==> config.mk <==
export PLATFORM = sky130hd
export DESIGN_NAME = std_stream_demux
export DESIGN_NICKNAME = d
export VERILOG_FILES = /design/src/rtl/std_stream_demux.sv
export SDC_FILE = /design/constraint.sdc
export NUM_CORES = 1
export LEC_CHECK = 0
export ABC_CLOCK_PERIOD_IN_PS = 1570
export CAP_MARGIN = 15
export CORE_AREA = 2 2 39 41
export DETAILED_ROUTE_END_ITERATION = 10
export DIE_AREA = 0 0 41 43
export DONT_BUFFER_PORTS = 1
export GPL_ROUTABILITY_DRIVEN = 0
export PLACE_DENSITY = 0.3
export SLEW_MARGIN = 10
export SYNTH_ARGS = -nofsm -noshare
export SYNTH_HDL_FRONTEND = slang
export SYNTH_SLANG_ARGS = --single-unit
export TNS_END_PERCENT = 10
==> constraint.sdc <==
create_clock -name i_clk -period 1.57 [get_ports i_clk]
set_input_delay 0.157 -clock i_clk [delete_from_list [all_inputs] [get_ports i_clk]]
set_output_delay 0.157 -clock i_clk [all_outputs]
set_load 0.02 [all_outputs]
==> src/rtl/std_stream_demux.sv <==
// Registered 1:N valid/ready stream demux; each beat is steered to one output by its own select.
// Latency: one cycle from acceptance to o_valid; one beat per cycle while the target output is ready.
// Backpressure: o_ready falls only while a held beat's target is not ready; other outputs' ready is ignored.

package std_selector_pkg;

  typedef enum logic [1:0] {
    selector_kind_BINARY,
    selector_kind_VECTOR,
    selector_kind_ONEHOT
  } selector_kind_e;

  function automatic int calc_select_width(input int entries, input selector_kind_e kind);
    if (kind == selector_kind_BINARY) return (entries > 1) ? $clog2(entries) : 1;
    return entries;
  endfunction

endpackage

module std_stream_demux #(
  parameter int WIDTH = 1,
  parameter type DATA_TYPE = logic [WIDTH-1:0],
  parameter int ENTRIES = 2,
  parameter std_selector_pkg::selector_kind_e KIND = std_selector_pkg::selector_kind_BINARY,
  localparam int SELECT_WIDTH = std_selector_pkg::calc_select_width(ENTRIES, KIND)
) (
  input  logic                    i_clk,
  input  logic                    i_rst,
  input  logic                    i_valid,
  output logic                    o_ready,
  input  logic [SELECT_WIDTH-1:0] i_select,
  input  DATA_TYPE                i_data,
  output logic [ENTRIES-1:0]      o_valid,
  input  logic [ENTRIES-1:0]      i_ready,
  output DATA_TYPE                o_data [ENTRIES],
  output logic                    o_drop
);

  localparam int DST_W = (ENTRIES > 1) ? $clog2(ENTRIES) : 1;

  typedef enum logic {
    S_EMPTY,
    S_FULL
  } state_e;

  state_e           state;
  DATA_TYPE         data_q;
  logic [DST_W-1:0] dst_q;
  logic [DST_W-1:0] sel_dst;
  logic             sel_ok;
  logic             full;
  logic             pop;
  logic             accept;
  logic             push;

  // Select decode; every beat either lands on one output or is reported as dropped.
  if (ENTRIES == 1) begin : g_single
    logic unused_select;
    assign unused_select = ^i_select;
    assign sel_dst       = '0;
    assign sel_ok        = 1'b1;
  end else if (KIND == std_selector_pkg::selector_kind_BINARY) begin : g_binary
    assign sel_dst = i_select;
    assign sel_ok  = (i_select <= SELECT_WIDTH'(ENTRIES - 1));
  end else begin : g_vector
    // Multi-hot selects resolve to the lowest set bit so routing stays deterministic.
    always_comb begin
      sel_dst = '0;
      for (int k = ENTRIES - 1; k >= 0; k--) begin
        if (i_select[k]) sel_dst = DST_W'(k);
      end
    end
    assign sel_ok = |i_select;
  end

  assign full    = (state == S_FULL);
  assign pop     = |(o_valid & i_ready);
  assign o_ready = !full || pop;
  assign accept  = i_valid && o_ready;
  assign push    = accept && sel_ok;

  always_comb begin
    o_valid = '0;
    for (int k = 0; k < ENTRIES; k++) begin
      o_valid[k] = full && (dst_q == DST_W'(k));
      o_data[k]  = data_q;
    end
  end

  always_ff @(posedge i_clk) begin
    if (i_rst) begin
      state  <= S_EMPTY;
      o_drop <= 1'b0;
    end else begin
      o_drop <= accept && !sel_ok;
      case (state)
        S_EMPTY: if (push) state <= S_FULL;
        S_FULL:  if (pop && !push) state <= S_EMPTY;
        default: state <= S_EMPTY;
      endcase
    end
  end

  // Payload is only observed behind o_valid, so it carries no reset.
  always_ff @(posedge i_clk) begin
    if (push) begin
      data_q <= i_data;
      dst_q  <= sel_dst;
    end
  end

endmodule

Yosys cells after proc, flatten, opt, wreduce, memory -nomap -nowiden
Cells that the tools add are included.
Widths: inputs -> output; s select.
{"block": "classes", "order_cmp": 1, "n_reduce_logical": 11, "n_bitwise": 3, "muxes": 3}
{"cell": "$logic_and 1x1->1", "n": 6}
{"cell": "$logic_not 1->1", "n": 3}
{"cell": "$and 2x2->2", "n": 1}
{"cell": "$mux 1", "n": 2}
{"cell": "$not 1->1", "n": 2}
{"cell": "$pmux 1 s2", "n": 1}
{"cell": "$reduce_or 2->1", "n": 1}
{"cell": "$le 1x1->1 const B", "n": 1}
{"cell": "$logic_or 1x1->1", "n": 1}
{"block": "totals", "inputBits": 7, "word_cells": 22, "out_inout_bits": 6, "ff_bits": 4}

Logic depth before layout (Yosys ltp)
Gate-level depths: netlist of run 1.
{"block": "depth", "word_depth": 11, "ltp_mapped": 2, "mapped_depth_nobuf": 2}

Least setup slack after synthesis of run 1
Ideal clock, no wire load.
{"block": "synth_path", "path_type": "flip-flop to flip-flop", "startpoint": "register dst_q", "endpoint": "register data_q, enable pin", "period_less_slack_ps": 1115, "path_stages_with_launch": 3, "setup_time_ps": 329, "slack_ps": 455, "arrival_ps": 786, "t_required_ps": 1241, "path_cell_list": "edfxtp_1 -> mux2i_1 -> a21boi_0"}
{"block": "synth_via", "elab_chain_cells": 7, "elab_cells_between_ends": 8}
{"element": "start: declaration", "line": "48", "rtl": "logic [DST_W-1:0] dst_q;"}
{"element": "start signal: assignment", "line": "108", "rtl": "dst_q <= sel_dst;"}
{"element": "$not 1->1", "line": "85", "rtl": "o_valid[k] = full && (dst_q == DST_W'(k));"}
{"element": "$logic_and 1x1->1", "line": "85"}
{"element": "$and 2x2->2 *", "line": "77", "rtl": "assign pop = |(o_valid & i_ready);"}
{"element": "$reduce_or 2->1 *", "line": "77"}
{"element": "$logic_or 1x1->1 *", "line": "78", "rtl": "assign o_ready = !full || pop;"}
{"element": "$logic_and 1x1->1 *", "line": "79", "rtl": "assign accept = i_valid && o_ready;"}
{"element": "net accept", "line": "53", "rtl": "logic accept;"}
{"element": "$logic_and 1x1->1 *", "line": "80", "rtl": "assign push = accept && sel_ok;"}
{"element": "end signal: assignment", "line": "107", "rtl": "data_q <= i_data;"}
{"element": "end: declaration", "line": "47", "rtl": "DATA_TYPE data_q;"}
Mark *: on every way through the listed nets, which the timed path passes. The rest lies on a longest branch.
A chain may end at the register's enable or synchronous reset.

Worst setup path in the final report of run 1
{"block": "layout_path", "startpoint": "register dst_q", "endpoint": "output o_ready"}
{"block": "layout_via", "elab_chain_cells": 5, "elab_cells_between_ends": 6}
{"element": "$not 1->1", "line": "85"}
{"element": "$logic_and 1x1->1", "line": "85"}
{"element": "$and 2x2->2 *", "line": "77"}
{"element": "$reduce_or 2->1 *", "line": "77"}
{"element": "$logic_or 1x1->1 *", "line": "78"}
{"element": "end: declaration", "line": "30", "rtl": "output logic o_ready,"}
Mark *: on every way between the ends. The rest lies on a longest branch, timed or not.

==> results.toml, run 1 <==
[power_and_ir_drop]
p_clk_frac = 0.531
switchingPower_mw = 0.0672
switching_share = 0.254
peakVddDrop_mv = 0.157
seq_power_share = 0.375
combPwrFrac = 0.094
leakage_nw = 0.0840
p_int_mw = 0.197
power_density_mw_per_mm2 = 1280

[clocking]
cts-buffers-inserted = 3
post-cts-setup-buffers = 0
clk_pin_slew_ns = 0.04
clockBufferDepth = 2
clk_latency_ns = 0.24
clock_sinks = 3
htreeDepth = 1
cts_tree = "built"
cts_root_buffer = "clkbuf_4"

[layout]
fin_area_um2 = 206
fillCellCount = 159
final_cells = 34
drive_gt1_frac = 0.278
synthToLayoutAreaGrowth_pct = 26.9
multiInputGateArea_um2 = 56.3
antennaDiodeCount = 0
nNetsFinal = 26
ff_latch_area_um2 = 80.1

[global_routing]
grt_pass1_wl_um = 448
grt_max_degree = 6
grt.total_usage = 0.0573
antenna_found_initial = 0
grt_pass1_vias = 105
overflow = 0

[logic_synthesis]
synth.net_count = 22
ys_top_cells_by_area = "edfxtp_1, buf_4, dfxtp_1"
ys_seq_area_frac = 0.492
syn_area_per_cell_um2 = 10.8
synth_cells = 15
ys_types = 12
yosysTopAreaCellShare = 0.369
synth_seq_cells = 3
ys_warn_count = 0
yosysTopAreaCell = "edfxtp_1"
syn_area_um2 = 163

[worst_setup_path]
worst-path-buf-inv = 0
critPathKind = "flop to primary output"
end_kind = "primary output"
crit_fanout = 3
worstSetupStartpointType = "flop"
critPathArrivalTime_ns = 1.08
cpPeakStageDelay_ns = 0.41
crit_path_top_delay_cell = "edfxtp_1"
critPathRequiredTime_ns = 1.41
cp_cell_sequence = "mux2i_1, nand2_1"
cp_top_family = "flip-flops"

[sta]
drv_slew = 0
hold_ws_ns = 0.0585
max_freq_mhz = 806
setup_viol = 0
fin_crit_ns = 1.24
fin_skew_ns = 0.00288
hold_viol_final = 0
grt_setup_unrepaired = "no"
setup_tns_ns = 0
fin_crit_sh = 0.791

[detailed_routing]
met2_length_um = 176
drtIter0Drc = 1
routed.top_layer = "met4"
vias = 111
antenna_left = 0
vias_per_cell = 3.26
wl_met3_um = 20
drt_pass1_iterations = 2
wl_met1_um = 71
finalWirelength_um = 302
wl_per_cell_um = 8.88
drcViolationCount = 0

[status]
status = "finished clean"

[placement]
placed_cell_area_um2 = 160
dpl.cell_count = 28
numPortBuffers = 0

[flow_run]
maxCapViolCount = 0

[die]
die_area_mm2 = 0.00176
start_util = 0.118
ios = 13
rows = 14
core_area_mm2 = 0.00138
die_h_um = 43
fp.dieW_um = 41

[min_path]
hold_class = "input port to flop"
[registers in the layout, summed over array words and instances (netlist names)]
register  cells
dst_q         1
full          1
data_q        1
[cell usage in the layout, fill, tap and decap left out]
master         instances
nor2b_1                1
a22o_1                 1
dfxtp_1                1
conb_1                 1
and2b_2                1
nand2_1                1
clkbuf_1               1
clkbuf_4               3
edfxtp_1               2
inv_1                  1
a21boi_0               1
dlygate4sd3_1          2
and2_2                 1
mux2i_1                1
[Yosys cell counts]
cell type  number
mux2i_1         1
and2_2          1
dfxtp_1         1
edfxtp_1        2
a21boi_0        1
nor2b_1         1
a22o_1          1
nand2_1         1
inv_1           1
buf_4           3
conb_1          1
and2b_2         1
[power by group through the flow]
stage | combinational (mW) | clock, mW | sequential [mW]
2_1_floorplan | 0.0296 | 0 | 0.0951
3_3_place_gp | 0.0209 | 0 | 0.101
3_5_place_dp | 0.0212 | 0 | 0.101
4_1_cts | 0.0212 | 0.148 | 0.0994
5_1_grt | 0.0275 | 0.158 | 0.100
6_report | 0.0249 | 0.140 | 0.0991
[metrics by stage]
step                      worst slack (ns)  power [mW]   util
final                                0.329       0.265  0.149
after global placement               0.339       0.121  0.116
after CTS                            0.311       0.268  0.135
after detailed placement             0.326       0.122  0.116
after global routing                 0.183       0.286  0.149
after floorplan                      0.455       0.125      -
[per-layer routing]
layer  GRT usage  up-vias
li1            -       51
met1      0.0194       49
met2      0.0656        7
met3      0.0471        4
met4       0.140        0
met5           0        -
[kinds of logic (layout without fill, tap and decap cells)]
logic type             Yosys count  after routing  synth area share
AO/OA/AOI/OAI                    2              2             0.100
AND/OR/NAND/NOR                  4              4             0.162
multiplexers                     1              1            0.0615
flip-flops                       3              3             0.492
other                            1              1            0.0231
buffers and inverters            4              7             0.162
[timing repair]
action / in CTS / in global routing
resized for setup: 0 / 0
setup endpoints to repair: 0 / 0
hold buffers: 0 / 2
hold endpoints to repair: 0 / 2
[cell type report]
cell class / instances / share of cell area
Clock buffer: 4 / 0.127
Sequential cell: 3 / 0.388
Timing Repair Buffer: 2 / 0.0970
Inverter: 1 / 0.0182
Tap cell: 16 / 0.0970
Multi-Input combinational cell: 8 / 0.273
[final timing paths]
path	start	to	slack, ns	depth (start not counted)
setup / recovery	dst_q$_DFFE_PP_	o_ready	0.33	2
hold reg to reg	full$_SDFF_PP0_	full$_SDFF_PP0_	0.67	2
setup reg to reg	dst_q$_DFFE_PP_	data_q$_DFFE_PP_	0.35	2
hold / removal	i_valid	full$_SDFF_PP0_	0.06	1
Power figures use the tool's default switching activity.
==> inputs of run 2 (changes only) <==
ABC_CLOCK_PERIOD_IN_PS = 1000   (was 1570)
clock period = 1 ns   (was 1.57 ns; I/O delays follow)
==> results.toml, run 2 (synthesis gave the netlist of run 1 again) <==
[status]
status = "complete, but fails checks"
violations = "negative setup slack"

[sta]
grt_setup_unrepaired = "yes"
max_freq_mhz = 830
fin_crit_sh = 1.20
hold_ws_ns = 0.0431
setup_viol = 5
fin_skew_ns = 0.00244
fin_crit_ns = 1.20
drv_slew = 0
setup_ws_ns = -0.205
hold_viol_final = 0

[detailed_routing]
drcViolationCount = 0
wl_per_cell_um = 8.97
drt_pass1_iterations = 1
vias = 130
finalWirelength_um = 341
antenna_left = 0
vias_per_cell = 3.42
drtIter0Drc = 0

[clocking]
clk_latency_ns = 0.24
cts_tree = "built"
clk_pin_slew_ns = 0.04
htreeDepth = 1
cts_root_buffer = "clkbuf_4"
cts-buffers-inserted = 3
clock_sinks = 3
clockBufferDepth = 2

[power_and_ir_drop]
leakage_nw = 0.115
peakVddDrop_mv = 0.318
power_density_mw_per_mm2 = 1720

[worst_setup_path]
end_kind = "primary output"
critPathArrivalTime_ns = 1.10
worst-path-buf-inv = 1
worstSetupStartpointType = "flop"
cp_top_family = "flip-flops"
crit_fanout = 3
crit_path_top_delay_cell = "edfxtp_1"
critPathKind = "flop to primary output"
critPathRequiredTime_ns = 0.90
cpPeakStageDelay_ns = 0.41
cp_cell_sequence = "mux2i_1, buf_4, nand2_4"

[global_routing]
antenna_found_initial = 0
grt.total_usage = 0.0594
grt_max_degree = 6
overflow = 0
grt_pass1_vias = 132
grt_pass1_wl_um = 524

[die]
die_area_mm2 = 0.00176
die_h_um = 43
core_area_mm2 = 0.00138
ios = 13
fp.dieW_um = 41
start_util = 0.118
rows = 14

[layout]
nNetsFinal = 30
fin_area_um2 = 259
fillCellCount = 160
synthToLayoutAreaGrowth_pct = 59.2
drive_gt1_frac = 0.500
final_cells = 38
final_cell_mix = "clkbuf_4, dlygate4sd3_1, buf_4, edfxtp_1"
antennaDiodeCount = 0

[flow_run]
maxCapViolCount = 0

[placement]
numPortBuffers = 0
dpl.cell_count = 29
dpl.hpwl_um = 238
placed_cell_area_um2 = 168

[min_path]
hold_class = "input port to flop"
## run 2: report_power, final
part           total, mW  leakage (nW)  switching (mW)  internal, mW
combinational     0.0651        0.0726          0.0295        0.0357
clock              0.220        0.0150          0.0705         0.150
sequential         0.160        0.0279          0.0164         0.144
total              0.446         0.115           0.116         0.329
## run 2: worst reg2reg max path: cells and delay by family, from the launching register on
family | cells | cell delay, ns
AO/OA/AOI/OAI | 1 | 0.14
buffers and inverters | 1 | 0.15
flip-flops | 1 | 0.41
multiplexers | 1 | 0.16
## run 2: layer usage
layer	vias to the layer above	routed length, um	GRT usage
met2	7	210	0.0656
li1	60	-	-
met5	-	0	0
met4	0	28	0.120
met1	59	82	0.0356
met3	4	19	0.0471
## run 2: path summary, 6_finish.rpt
kind                    from                to  slack, ns  cells past startpoint
max          dst_q$_DFFE_PP_           o_ready      -0.20                      3
min                    i_rst   full$_SDFF_PP0_       0.04                      2
min reg2reg  full$_SDFF_PP0_   dst_q$_DFFE_PP_       0.64                      1
max reg2reg  dst_q$_DFFE_PP_  data_q$_DFFE_PP_      -0.15                      3
## run 2: through the flow
step	util	setup WS, ns	setup TNS [ns]	power (mW)
final	0.187	-0.205	-0.674	0.446
after global routing	0.187	-0.281	-1.04	0.479
after CTS	0.176	-0.202	-0.620	0.449
after detailed placement	0.121	-0.110	-0.228	0.196
after global placement	0.121	-0.0974	-0.195	0.196
after floorplan	-	-0.0307	-0.0614	0.196
## run 2: final cells by class
type                    instances  area [um2]  area share
repair buffers                  6        52.6       0.203
multi-input cells               8        75.1       0.290
clock buffers                   4        26.3       0.101
flip-flops and latches          3        81.3       0.314
inverters                       1        3.75      0.0145
well taps                      16        20.0      0.0773
## run 2: what timing repair did
action / in CTS / in global routing
endpoints found under the setup margin: 5 / 6
gates resized for setup: 4 / 1
endpoints found under the hold margin: 3 / 0
hold buffers: 3 / 0
buffers inserted: 1 / 1
==> inputs of run 3 (changes only) <==
CORE_AREA = 3 3 40 42   (was 2 2 39 41)
DIE_AREA = 0 0 43 45   (was 0 0 41 43)
==> results.toml, run 3 (synthesis gave the netlist of run 1 again) <==
[status]
status = "complete, but fails checks"
violations = "negative setup slack"

[layout]
antennaDiodeCount = 0
final_cell_mix = "clkbuf_4, dlygate4sd3_1, buf_4, edfxtp_1"
fillCellCount = 137
synthToLayoutAreaGrowth_pct = 51.5
nNetsFinal = 30
drive_gt1_frac = 0.409
fin_util = 0.192
fin_area_um2 = 246

[die]
fp.dieW_um = 43
die_area_mm2 = 0.00194
die_h_um = 45
rows = 13
start_util = 0.127
ios = 13
core_area_mm2 = 0.00128

[placement]
placed_cell_area_um2 = 174
numPortBuffers = 0
dp_slack_ns = -0.110
dpl.hpwl_um = 276

[detailed_routing]
drt_pass1_iterations = 2
vias = 119
drtIter0Drc = 1
antenna_left = 0
wl_per_cell_um = 8.73
finalWirelength_um = 323
drcViolationCount = 0
vias_per_cell = 3.22

[clocking]
clk_latency_ns = 0.23
htreeDepth = 1
clk_pin_slew_ns = 0.03
cts_root_buffer = "clkbuf_4"
cts-buffers-inserted = 3
clock_sinks = 3
cts_tree = "built"
clockBufferDepth = 2

[worst_setup_path]
worstRegToRegCells = 4
worstSetupStartpointType = "flop"
critPathKind = "flop to primary output"
critical_path_depth = 3
cp-endpoint = "o_ready"
cp_top_family = "flip-flops"
worst-path-buf-inv = 1
critPathRequiredTime_ns = 0.90
r2r_end = "full$_SDFF_PP0_"
ff2ff_setup_slack_ns = -0.11
end_kind = "primary output"
startpoint = "dst_q$_DFFE_PP_"
cp_cell_sequence = "mux2i_1, buf_4, nand2_4"
crit_path_top_delay_cell = "edfxtp_1"
crit_fanout = 2
critPathArrivalTime_ns = 1.08
cpPeakStageDelay_ns = 0.40
reg2reg_from = "dst_q$_DFFE_PP_"

[sta]
drv_slew = 0
fin_crit_ns = 1.18
fin_crit_sh = 1.18
fin_skew_ns = 0.000124
hold_viol_final = 0
setup_ws_ns = -0.175
max_freq_mhz = 851
grt_setup_unrepaired = "yes"
setup_viol = 6

[power_and_ir_drop]
peakVddDrop_mv = 0.396
power_density_mw_per_mm2 = 1720
leakage_nw = 0.111

[global_routing]
grt_pass1_vias = 122
grt_max_degree = 6
grt.met2_usage = 0.0419
grt_use_met1 = 0.0316
grt_pass1_wl_um = 420
overflow = 0
grt.total_usage = 0.0351
top_usage_layer = "met4"
antenna_found_initial = 0
use_met3 = 0.0239

[flow_run]
maxCapViolCount = 0

[min_path]
hold_class = "input port to flop"
==> run 3: changes by cell type in the layout (fill, tap and decap cells not counted) <==
| cell | previous run | this run |
|---|---|---|
| and2_4 | 0 | 1 |
| a21boi_1 | 0 | 1 |
| dfxtp_2 | 1 | 0 |
| and2_2 | 1 | 0 |
| a21boi_4 | 1 | 0 |
| dfxtp_1 | 0 | 1 |
==> run 3: report_power, final <==
part           switching, mW  internal (mW)
combinational         0.0269         0.0324
sequential            0.0152          0.143
clock                 0.0579          0.149
total                  0.100          0.325
==> run 3: worst min-delay path by stage <==
stage | start | end | slack [ns] | depth (start not counted)
floorplan | i_data | data_q$_DFFE_PP_ | 0.20 | 0
global placement | i_data | data_q$_DFFE_PP_ | 0.20 | 0
detailed placement | i_data | data_q$_DFFE_PP_ | 0.20 | 0
CTS | i_rst | full$_SDFF_PP0_ | 0.05 | 2
global route | i_rst | full$_SDFF_PP0_ | 0.05 | 2
finish | i_rst | full$_SDFF_PP0_ | 0.06 | 2
==> run 3: metrics by stage <==
stage | power, mW | TNS (ns) | std cells | hold WS, ns
finish | 0.425 | -0.613 | 37 | 0.0567
global route | 0.450 | -0.900 | 37 | 0.0505
global placement | 0.200 | -0.187 | 29 | 0.199
CTS | 0.442 | -0.787 | 37 | 0.0475
floorplan | 0.196 | -0.0614 | 15 | 0.199
detailed placement | 0.201 | -0.247 | 29 | 0.199
==> run 3: layout make-up <==
type	count	area [um2]	area share
inverter	1	3.75	0.0152
sequential	3	80.1	0.325
tap	15	18.8	0.0761
multi-input combinational	8	65.1	0.264
timing repair buffer	6	52.6	0.213
clock buffer	4	26.3	0.107
==> run 3: metal layers <==
layer	routed length (um)	vias to the layer above	share of wire
met4	0	0	0
met1	138	53	0.43
met2	147	8	0.46
met5	0	-	0
li1	-	58	-
met3	37	0	0.11
==> run 3: repair_timing <==
| item | in CTS | in global routing |
|---|---|---|
| endpoints found under the hold margin | 3 | 0 |
| endpoints found under the setup margin | 5 | 6 |
| buffers inserted | 1 | 0 |
| pin swaps | 0 | 0 |
| hold buffers | 3 | 0 |
| gates resized for setup | 3 | 0 |
